--- config.mk ---
export PLATFORM = sky130hd
export DESIGN_NAME = fifo_rd_ctrl
export DESIGN_NICKNAME = d
export VERILOG_FILES = /design/src/rtl/fifo_rd_ctrl.sv
export SDC_FILE = /design/constraint.sdc
export NUM_CORES = 1
export LEC_CHECK = 0
export BUFFER_PORTS_ARGS = -buffer_cell sky130_fd_sc_hd__buf_4
export CORE_ASPECT_RATIO = 1.5
export CORE_MARGIN = 2
export CORE_UTILIZATION = 49
export CTS_CLUSTER_DIAMETER = 120
export CTS_CLUSTER_SIZE = 25
export DETAILED_ROUTE_END_ITERATION = 10
export PLACE_DENSITY = 0.81
export SKIP_CTS_REPAIR_TIMING = 1
export SYNTH_ARGS = -nofsm -noshare
export SYNTH_HDL_FRONTEND = slang
export SYNTH_SLANG_ARGS = --single-unit
--- constraint.sdc ---
create_clock -name i_rd_clk -period 2.1 [get_ports i_rd_clk]
set_input_delay 0.21 -clock i_rd_clk [delete_from_list [all_inputs] [get_ports i_rd_clk]]
set_output_delay 0.21 -clock i_rd_clk [all_outputs]
set_load 0.01 [all_outputs]
--- src/rtl/fifo_rd_ctrl.sv ---
// rtl/fifo_rd_ctrl.sv - burst read controller: pulls N words from a FIFO into a valid/ready stream
// Keeps at most one read in flight and a 2-entry output buffer whose head drives o_data/o_valid.
module fifo_rd_ctrl #(
  parameter int DATASIZE = 8,
  parameter int ADDRSIZE = 4
) (
  input  logic                i_rd_clk,
  input  logic                i_rd_rst_n,
  input  logic                i_start,
  input  logic [ADDRSIZE:0]   i_burst_len,
  input  logic                i_empty,
  input  logic [DATASIZE-1:0] i_rd_data,
  output logic                o_rd_en,
  output logic [DATASIZE-1:0] o_data,
  output logic                o_valid,
  input  logic                i_ready,
  output logic                o_busy,
  output logic                o_done
);

  typedef enum logic [1:0] {IDLE, READ, DRAIN, DONE} state_t;

  localparam logic [ADDRSIZE:0] CNT_ZERO = '0;
  localparam logic [ADDRSIZE:0] CNT_ONE  = {{ADDRSIZE{1'b0}}, 1'b1};

  state_t              state;
  state_t              state_nxt;
  logic [ADDRSIZE:0]   issue_cnt;
  logic [ADDRSIZE:0]   out_cnt;
  logic                in_flight;
  logic [DATASIZE-1:0] tail_data;
  logic                tail_valid;
  logic                pop;
  logic [1:0]          occ_after;

  assign pop = o_valid & i_ready;

  // Slots the buffer will hold once the outstanding read lands and this cycle's pop leaves.
  assign occ_after = {1'b0, o_valid} + {1'b0, tail_valid} + {1'b0, in_flight} - {1'b0, pop};

  assign o_rd_en = (state == READ) && !i_empty && (issue_cnt != CNT_ZERO) && (occ_after < 2'd2);

  always_comb begin
    state_nxt = state;
    case (state)
      IDLE:    if (i_start && (i_burst_len != CNT_ZERO)) state_nxt = READ;
      READ:    if (o_rd_en && (issue_cnt == CNT_ONE)) state_nxt = DRAIN;
      DRAIN:   if (pop && (out_cnt == CNT_ONE)) state_nxt = DONE;
      DONE:    state_nxt = IDLE;
      default: state_nxt = IDLE;
    endcase
  end

  always_ff @(posedge i_rd_clk or negedge i_rd_rst_n) begin
    if (!i_rd_rst_n) begin
      state      <= IDLE;
      o_busy     <= 1'b0;
      o_done     <= 1'b0;
      issue_cnt  <= CNT_ZERO;
      out_cnt    <= CNT_ZERO;
      in_flight  <= 1'b0;
      o_data     <= '0;
      o_valid    <= 1'b0;
      tail_data  <= '0;
      tail_valid <= 1'b0;
    end else begin
      state     <= state_nxt;
      o_busy    <= (state_nxt != IDLE);
      o_done    <= (state_nxt == DONE);
      in_flight <= o_rd_en;

      if ((state == IDLE) && (state_nxt == READ)) begin
        issue_cnt <= i_burst_len;
        out_cnt   <= i_burst_len;
      end else begin
        if (o_rd_en) issue_cnt <= issue_cnt - CNT_ONE;
        if (pop && (out_cnt != CNT_ZERO)) out_cnt <= out_cnt - CNT_ONE;
      end

      // Head is o_data/o_valid; the tail only fills when the head is stalled.
      case ({in_flight, pop})
        2'b10: begin
          if (!o_valid) begin
            o_data  <= i_rd_data;
            o_valid <= 1'b1;
          end else begin
            tail_data  <= i_rd_data;
            tail_valid <= 1'b1;
          end
        end
        2'b01: begin
          if (tail_valid) begin
            o_data     <= tail_data;
            tail_valid <= 1'b0;
          end else begin
            o_valid <= 1'b0;
          end
        end
        2'b11: begin
          if (tail_valid) begin
            o_data    <= tail_data;
            tail_data <= i_rd_data;
          end else begin
            o_data <= i_rd_data;
          end
        end
        default: begin
        end
      endcase
    end
  end

endmodule

==> results.ini <==
[placement]
place_area_mm2 = 0.002062
globalplace.congestion = 0.7882
portBuffers = 29
placed_cells = 234
dp_hpwl_um = 2881

[timing]
tightest_slew_ns = 0.6943
slew_violations = 0
layout_setup_ws_ns = -0.08548
fin_tns_setup_ns = -0.08548
finalHoldViolCount = 0
setup_violations = 1
fin_skew_ns = 0.006165
max_freq_mhz = 457.6
min_period_ns = 2.185
fin_crit_sh_pct = 104.1
rsz0062_at_grt = true
slew_headroom_pct = 52.39

[final_layout]
syn_to_final_growth_pct = 27.73
seq_area_um2 = 827.0
multi_input_area_um2 = 889.6
final_nets = 232
fillers = 284
post-route-util_pct = 64.57
n_antenna_cell = 0
drive_gt1_share_pct = 34.48
final_area_mm2 = 0.002185
stdcell_count = 245

[clock_tree]
clock_sinks = 33
numCtsBuffers = 5
cts_tree = yes
htreeDepth = 2
clockBufferDepth = 2
clock_latency_ns = 0.29
clk_pin_slew_ns = 0.07
root_buffer = clkbuf_8

[critical_path]
path_cells = nand2_4 > ha_4 > ha_4 > a21oi_4 > mux2i_2 > a21o_2 > inv_2 > buf_6
cp.required_ns = 1.89
start_kind = flip-flop
cpPeakStageDelay_ns = 0.42
critPathArrivalTime_ns = 1.98
critPathCaptureType = output pin
cp_slowest_cell = dfrtp_2
worstSetupPathType = reg -> out
crit_top_cell = ha_4
path_max_fanout = 5
worstSetupStartpoint = o_valid
r2r_start = o_valid

[route]
num_vias = 1351
routedWlPerCell_um = 15.38
wl_um = 3767
routed_via_density = 5.514
drc = 0
postRouteAntennaNets = 0
firstDrtPassIters = 4
drt_iter0_markers = 35

[global_route]
track_usage_pct = 21.31
grt_pass1_wl_um = 6272
grt_max_degree = 34
antenna_found_initial = 0
grt_pass1_vias = 1437
grt-ovfl-total = 0

[synthesis]
syn_area_per_cell_um2 = 10.83
syn_nets = 188
syn-cell-area_mm2 = 0.001710
yosys.area.top_type = dfrtp_1
synth-warning-count = 0
ys_types = 37
synth_top_area_share_pct = 48.28
synthTopCellsByArea = dfrtp_1 48%, ha_1 8.8%, mux2_2 5.3%, a22oi_1 3.5%, nand2_1 2.9%
ys_ff_latch = 33
synth-main-ff-cell = dfrtp_1
postSynthCellCount = 158
synth_edf_count = 0
synth.yosys.seq_area_share_pct = 48.28
synthArstFlopShare_pct = 100.0

[flow_run]
maxCapViolCount = 0

[pwr]
ir_drop_mv = 0.8852
powerDensity_mw_per_mm2 = 1505
power_mw = 3.288
p_leak_nw = 1.007

[floorplan]
start_util_pct = 50.55
die_w_um = 52.24
num_io_pins = 30
dieArea_mm2 = 0.003989
rows = 26
dieHeight_um = 76.36
core_mm2 = 0.003383

[worst_hold_path]
hp-class = in -> reg
hold_start = i_rd_data[0]

[outcome]
violations = negative setup slack
outcome = finished, violations left

report_power, final:
group          internal (mW)  leakage, nW  switching, mW
logic                  0.832        0.574          0.816
registers              0.942        0.389          0.232
clock network          0.228       0.0439          0.237
total                   2.00         1.01           1.28
worst max-delay path: cells and delay by family (launching register included):
kind,cells,cell delay (ns)
mux,1,0.25
simple gates,1,0.10
buf+inv,2,0.19
flops,1,0.42
compound gates,2,0.29
fa+ha+maj,2,0.44
cell type report:
type | count | area share, %
clock inverters | 3 | 0.8018
multi-input cells | 114 | 40.72
clock buffers | 5 | 3.150
repair buffers | 38 | 13.34
flip-flops and latches | 33 | 37.86
inverters | 10 | 1.718
well taps | 42 | 2.405
placed cells by master, fill, tap and decap left out, drive strengths merged, types with 2 or more instances in the layout:
| master | count |
|---|---|
| xor2 | 2 |
| xnor2 | 2 |
| nor2 | 12 |
| buf | 37 |
| inv | 10 |
| mux2 | 9 |
| nand2 | 13 |
| nand3 | 5 |
| dfrtp | 33 |
| o21ai | 9 |
| clkbuf | 5 |
| o22ai | 2 |
| nor3 | 3 |
| ha | 12 |
| clkinv | 2 |
| a21oi | 11 |
| o211ai | 4 |
| a21o | 3 |
| mux2i | 4 |
| a22oi | 8 |
| nand3b | 2 |
metal layers:
metal,vias to the layer above,track usage (%),part of all wire (%)
met5,-,0,0
met4,0,8.462,1.9
met3,7,7.059,5.0
met2,47,36.46,55
met1,644,23.54,38
li1,653,-,-
kinds of logic after synthesis:
| group | Yosys count | share of synthesized area, % |
|---|---|---|
| DFF | 33 | 48.28 |
| xor gates and xnor gates | 4 | 2.049 |
| AOI/OAI and AO/OA | 41 | 16.31 |
| and+or+nand+nor | 44 | 13.61 |
| adders and majority gates | 12 | 8.778 |
| muxes | 13 | 8.486 |
| buffers and inverters | 11 | 2.487 |
synthesized netlist by cell type, types with 2 or more instances:
cell,count
o21ai_2,2
a22oi_1,8
nand3b_1,2
ha_1,12
o21ai_0,7
nand3_1,5
mux2_2,8
a21oi_1,9
inv_1,9
mux2i_1,4
nand2_1,13
a21o_1,2
o22ai_1,2
xor2_1,2
o211ai_1,4
xnor2_1,2
nor3_1,3
dfrtp_1,33
a21oi_2,2
nor2_1,12
final timing paths:
check / to / slack, ns / cells after the start
max in group asynchronous: o_valid / 1.38 / 2
worst max-delay path: o_rd_en / -0.09 / 8
worst min register to register: tail_data[2] / 0.52 / 1
worst max register to register: issue_cnt[2] / 0.11 / 8
min in group asynchronous: tail_data[0] / 0.39 / 2
worst min-delay path: tail_data[0] / 0.16 / 2
per-stage QoR:
step	worst slack [ns]	hold slack, ns
finish	-0.08548	0.1644
global route	-0.1562	0.1599
CTS	-0.1861	-0.1358
detailed placement	0.04808	0.1750
global placement	0.1082	0.1669
floorplan	-0.004527	-0.08559
registers in the layout, indices dropped and copies added, names as in the netlist:
| register | count |
|---|---|
| o_data | 8 |
| tail_data | 8 |
| issue_cnt | 5 |
| out_cnt | 5 |
| state | 2 |
| in_flight | 1 |
| o_busy | 1 |
| o_done | 1 |
| o_valid | 1 |
| tail_valid | 1 |
Note: power is estimated with default switching activity, not from simulation.
